==> src/rtl/udb_cascade_counter.sv <==
// udb_cascade_counter: multi-digit up/down counter, radix MODULUS per digit, with
// synchronous clamped parallel load, count enable, full-range wrap pulse and load
// range-error pulse. Carry/borrow ripples through all digits in one cycle.
// Build option: define UDB_SATURATE_EN to hold at the full-range endpoints instead of
// wrapping (wrap is then never asserted).
module udb_cascade_counter #(
  parameter int unsigned DIGITS  = 4,
  parameter int unsigned MODULUS = 10,
  parameter int unsigned DIGIT_W = 4
) (
  input  logic                      udbManager_clk,
  input  logic                      udbManager_rst,
  input  logic                      udbManager_en,
  input  logic                      udbManager_load,
  input  logic [DIGITS*DIGIT_W-1:0] udbManager_load_value,
  input  logic                      udbManager_direction,
  output logic [DIGITS*DIGIT_W-1:0] udbManager_count,
  output logic                      udbManager_wrap,
  output logic                      udbManager_load_err
);

  localparam int unsigned CountW = DIGITS * DIGIT_W;
  localparam logic [DIGIT_W-1:0] MaxDigit = DIGIT_W'(MODULUS - 1);

  logic [CountW-1:0] countQ, countD;
  logic              wrapQ, wrapD;
  logic              loadErrQ, loadErrD;
  logic              allMax, allZero;

  // Detect the two full-range endpoints (all digits at MODULUS-1, all digits at 0)
  always_comb begin
    allMax  = 1'b1;
    allZero = 1'b1;
    for (int unsigned i = 0; i < DIGITS; i++) begin
      if (countQ[i*DIGIT_W +: DIGIT_W] != MaxDigit) allMax = 1'b0;
      if (countQ[i*DIGIT_W +: DIGIT_W] != '0) allZero = 1'b0;
    end
  end

  // Next-state: load (with clamping) beats count, count beats hold
  always_comb begin
    logic [DIGIT_W-1:0] digit;
    logic               carry;
    countD   = countQ;
    wrapD    = 1'b0;
    loadErrD = 1'b0;
    digit    = '0;
    carry    = 1'b0;
    if (udbManager_load) begin
      for (int unsigned i = 0; i < DIGITS; i++) begin
        digit = udbManager_load_value[i*DIGIT_W +: DIGIT_W];
        if (digit > MaxDigit) begin
          digit    = MaxDigit;
          loadErrD = 1'b1;
        end
        countD[i*DIGIT_W +: DIGIT_W] = digit;
      end
    end else if (udbManager_en) begin
      if (udbManager_direction) begin
`ifdef UDB_SATURATE_EN
        carry = !allMax;
`else
        carry = 1'b1;
        wrapD = allMax;
`endif
        // carry stays set only while the lower digits were all at MaxDigit
        for (int unsigned i = 0; i < DIGITS; i++) begin
          digit = countQ[i*DIGIT_W +: DIGIT_W];
          if (carry) begin
            if (digit == MaxDigit) begin
              digit = '0;
            end else begin
              digit = digit + DIGIT_W'(1);
              carry = 1'b0;
            end
          end
          countD[i*DIGIT_W +: DIGIT_W] = digit;
        end
      end else begin
`ifdef UDB_SATURATE_EN
        carry = !allZero;
`else
        carry = 1'b1;
        wrapD = allZero;
`endif
        // borrow stays set only while the lower digits were all at 0
        for (int unsigned i = 0; i < DIGITS; i++) begin
          digit = countQ[i*DIGIT_W +: DIGIT_W];
          if (carry) begin
            if (digit == '0) begin
              digit = MaxDigit;
            end else begin
              digit = digit - DIGIT_W'(1);
              carry = 1'b0;
            end
          end
          countD[i*DIGIT_W +: DIGIT_W] = digit;
        end
      end
    end
  end

  // State registers with asynchronous active-high clear
  always_ff @(posedge udbManager_clk or posedge udbManager_rst) begin
    if (udbManager_rst) begin
      countQ   <= '0;
      wrapQ    <= 1'b0;
      loadErrQ <= 1'b0;
    end else begin
      countQ   <= countD;
      wrapQ    <= wrapD;
      loadErrQ <= loadErrD;
    end
  end

  assign udbManager_count    = countQ;
  assign udbManager_wrap     = wrapQ;
  assign udbManager_load_err = loadErrQ;

endmodule

==> config.mk <==
export PLATFORM = sky130hd
export DESIGN_NAME = udb_cascade_counter
export DESIGN_NICKNAME = d
export VERILOG_FILES = /design/src/rtl/udb_cascade_counter.sv
export SDC_FILE = /design/constraint.sdc
export NUM_CORES = 1
export LEC_CHECK = 0
export ABC_CLOCK_PERIOD_IN_PS = 2700
export BUFFER_PORTS_ARGS = -buffer_cell sky130_fd_sc_hd__buf_2
export CORE_MARGIN = 4
export CORE_UTILIZATION = 45
export CTS_CLUSTER_SIZE = 12
export DETAILED_ROUTE_END_ITERATION = 8
export GPL_TIMING_DRIVEN = 0
export PLACE_DENSITY_LB_ADDON = 0.05
export SETUP_SLACK_MARGIN = 0.2
export SYNTH_ARGS = -nofsm -noshare
export SYNTH_HDL_FRONTEND = slang
export SYNTH_SLANG_ARGS = --single-unit
==> constraint.sdc <==
create_clock -name udbManager_clk -period 2.7 [get_ports udbManager_clk]
set_clock_uncertainty 0.2 [all_clocks]
set_input_delay 0.675 -clock udbManager_clk [delete_from_list [all_inputs] [get_ports udbManager_clk]]
set_output_delay 0.675 -clock udbManager_clk [all_outputs]
set_load 0.01 [all_outputs]
# --- After elaboration in Yosys (flattened, before gate mapping) ---
# Index checks and enable logic that the tools add are counted.
classes:
  n_addsub: 8
  n_lt_le_gt_ge: 4
  n_eq_ne: 11
  muxes: 65
  reduce_logical: 15
op_table:
  columns: ["cell", "n"]
  rows:
  - ["two-way mux 4 bit", 18]
  - ["two-way mux 16 bit", 3]
  - ["two-way mux 1 bit", 44]
  - ["adder 4 x 1 -> 4 bit (second input constant)", 4]
  - ["== test 4 bit (second input constant)", 4]
  - ["> comparator 4 bit (second input constant)", 4]
  - ["zero test 4 bit", 4]
  - ["inequality test 4 bit (second input constant)", 4]
  - ["nonzero test 4 bit", 4]
  - ["subtractor 4 x 1 -> 4 bit (second input constant)", 4]
  - ["inequality test 3 x 2 -> 1 bit (second input constant)", 3]
  - ["AND reduction 3 bit", 3]
  - ["nonzero test 3 bit", 3]
  - ["nonzero test 2 bit", 1]
totals:
  ff_bits: 18
  input_bits: 21
  wordCells: 109

# --- Depth between registers and ports, before layout ---
logic_depth:
  depth_word: 17
  ltp_mapped: 6
  mapped_depth_nobuf: 4

# --- Worst setup path before layout ---
# OpenSTA, ideal clock, no wires.
synth_path:
  kind: "input to register"
  startpoint: "input port udbManager_en"
  endpoint: "register countQ[7] (netlist: udbManager_count[7])"
  setup_time_ns: 0.125
  t_arrival_ns: 1.777
  required_time_ns: 2.375
  slack_ns: 0.599
  stages: 5
  path_cell_list: "clkbuf_1 -> nor2b_1 -> a32oi_1 -> and2_0 -> mux2_2"
synth_between:
  elab_chain_cells: 2
synth_lines:
  columns: ["item", "line", "rtl"]
  rows:
  - ["start, declared", "13", "input logic udbManager_en,"]
  - ["nonzero test 2 bit (no line)", null, null]
  - ["AND reduction 3 bit (no line)", null, null]
  - ["end signal, assigned", "110", "countQ <= countD;"]
  - ["end, declared", "25", "logic [CountW-1:0] countQ, countD;"]
# No other way between the ends.
# A chain may end at the register's enable or synchronous reset.

# --- Final worst setup path ---
layout_path:
  startpoint: "input port udbManager_load"
  endpoint: "register countQ[9] (netlist: udbManager_count[9])"
layout_between:
  elab_chain_cells: 2
  word_cells_on_any_way: 5
layout_lines:
  columns: ["item", "line", "rtl"]
  rows:
  - ["start, declared", "14", "input logic udbManager_load,"]
  - ["inequality test 3 x 2 -> 1 bit (no line), or another cell as far along", null, null]
  - ["AND reduction 3 bit (no line)", null, null]
# Parallel ways exist; a longest one is shown, timed or not.

==> flow_summary.json <==
{
  "dpl.cell_count": 295,
  "fmax_mhz": 435,
  "drt_iter0_markers": 117,
  "synth_warnings": 0,
  "period_needed_ns": 2.30,
  "cts_htree_levels": 1,
  "grt_util_all_layers_pct": 19.2,
  "viasPerCell": 5.80,
  "start_kind": "input port",
  "fin_nets": 273,
  "syn2layout_area_growth_pct": 16.9,
  "yosysUniqueCellTypes": 67,
  "async_reset_ff_share_pct": 100,
  "synth_edf_count": 0,
  "worstPathRequired_ns": 2.64,
  "drc_errors": 0,
  "final-hold-violation-count": 0,
  "yosysSeqAreaShare_pct": 26.5,
  "place_area_um2": 1940,
  "antenna_found_initial": 0,
  "ant_nets": 0,
  "reg2reg_slack_ns": 0.47,
  "r2r-end": "udbManager_count[15]",
  "relSlewSlack_pct": 50.8,
  "core_um2": 3660,
  "synth_area_per_cell_um2": 8.09,
  "nFillCells": 367,
  "r2r_start": "udbManager_count[10]",
  "io_buffers": 37,
  "ys_ff_latch": 18,
  "vias": 1727,
  "grt-ovfl-total": 0,
  "syn_nets": 231,
  "post_cts_buffers": 0,
  "antenna_cells": 0,
  "die_area_um2": 4820,
  "reg2reg_depth": 5,
  "routed_wl_um": 4680,
  "slew_viol_final": 0,
  "start_util_pct": 46.4,
  "final.period_utilization_pct": 85.2,
  "ctsResizeCount": 0,
  "clk_latency_ns": 0.26,
  "cts_buffers": 3,
  "cts_root_buffer": "clkbuf_8",
  "die_h_um": 69.4,
  "cts_tree": "yes",
  "first_global_vias": 1531,
  "grt_max_degree": 19,
  "vdd_ir_drop_max_mv": 0.275,
  "final_common_cell": "buf_2",
  "final_cell_mix": "43 x buf_2, 18 x dfrtp_1, 16 x o21ai_0",
  "synthFlopType": "dfrtp_1",
  "crit_start": "udbManager_load",
  "final_area_um2": 1990,
  "ctsHoldBuffers": 0,
  "final_cells": 298,
  "drt-pass1-iter-count": 4,
  "rsz0062_at_grt": "false",
  "p_leak_nw": 0.875,
  "num_io_pins": 39,
  "drv_cap": 0,
  "cp-end-kind": "register",
  "hold_path.class": "input port to asynchronous set/reset pin",
  "tns_ns": 0,
  "run_status": "completed",
  "wl_per_cell_um": 15.7,
  "cts_buffer_depth": 2,
  "setup_viol_count_final": 0,
  "gp_congestion": 0.797,
  "grt_first_pass_wirelength_um": 7650,
  "drive_gt1_share_pct": 25.6,
  "worst_pin_slew_ns": 0.737,
  "worstPathArrival_ns": 2.24,
  "clock_sinks": 18,
  "path_clk_slew_ns": 0.07,
  "die_x_um": 69.4,
  "num_rows": 22,
  "synthCells": 210,
  "finalPower_w": 0.00117,
  "critPathKind": "input port to register",
  "pwr_density_cell_nw_per_um2": 591,
  "dpl.hpwl_um": 3490,
  "path_max_fanout": 10,
  "synth_area_um2": 1700
}
through the flow:
step	worst slack, ns	utilization [%]	hold WS (ns)
6_report	0.399	54.2	0.331
5_1_grt	0.227	54.2	0.411
3_3_place_gp	0.155	53.1	0.426
3_5_place_dp	0.154	53.1	0.437
4_1_cts	0.419	54.2	0.377
2_1_floorplan	0.599	-	0.414
how the worst max path moves through the flow:
stage	endpoint	slack (ns)	depth (start not counted)
floorplan	udbManager_count[7]	0.60	5
global placement	udbManager_count[9]	0.16	5
detailed placement	udbManager_count[9]	0.15	5
CTS	udbManager_count[15]	0.42	5
global route	udbManager_count[15]	0.23	5
finish	udbManager_count[9]	0.40	5
flip-flops by register name (all words and copies together), names as in the netlist:
register,cells
udbManager_load_err,1
udbManager_wrap,1
udbManager_count,16
cells by family after synthesis:
kind of cell           share of synthesized area (%)
multiplexers                                    5.01
AO/OA/AOI/OAI                                   29.8
buffers and inverters                           7.95
XOR/XNOR                                        3.61
AND/OR/NAND/NOR                                 27.1
flip-flops                                      26.5
Yosys cell counts, drive strengths merged, types with 3 or more instances:
master | n | share of area (%)
nand2b | 4 | 1.5
mux2 | 4 | 2.7
inv | 13 | 2.9
nor2b | 9 | 3.3
or2 | 3 | 1.1
a211oi | 3 | 1.6
a32oi | 3 | 1.5
o31ai | 5 | 2.2
mux2i | 4 | 2.4
and2 | 3 | 1.2
and3 | 3 | 1.2
xnor2 | 3 | 1.5
a21oi | 13 | 4.1
nor4 | 4 | 3.2
dfrtp | 18 | 27
clkbuf | 11 | 2.4
xor2 | 4 | 2.1
nand4 | 3 | 1.5
buf | 8 | 2.7
a31oi | 6 | 2.2
nand2 | 12 | 2.7
o21ai | 16 | 4.7
nor2 | 11 | 2.4
nor3 | 5 | 1.5
power by group:
part | internal (W) | total [W] | switching (W)
Sequential | 0.000325 | 0.000389 | 0.0000642
Clock | 0.0000994 | 0.000196 | 0.0000971
Combinational | 0.000252 | 0.000588 | 0.000336
Total | 0.000677 | 0.00117 | 0.000497
routing by layer:
layer | vias up | global-route usage, % | share of wire [%]
met5 | - | 0 | 0
met4 | 0 | 5.86 | 1.1
met3 | 4 | 2.61 | 3.2
met2 | 31 | 30.3 | 49
met1 | 819 | 27.1 | 47
li1 | 873 | - | -
critical path, stage by stage:
cell and delay (ns):
buf_2 0.13, clkbuf_1 0.42, clkbuf_1 0.49, o21ai_0 0.22, a32o_1 0.30
area by class of cell:
cell class | count | area [um^2] | share of cell area [%]
multi-input cells | 160 | 1110 | 56.1
flip-flops and latches | 18 | 450 | 22.7
repair buffers | 37 | 185 | 9.33
plain buffers | 19 | 86.3 | 4.35
well taps | 48 | 60.1 | 3.02
inverters | 13 | 48.8 | 2.46
clock buffers | 3 | 41.3 | 2.08
No activity file was read; power rests on OpenSTA's default activity.
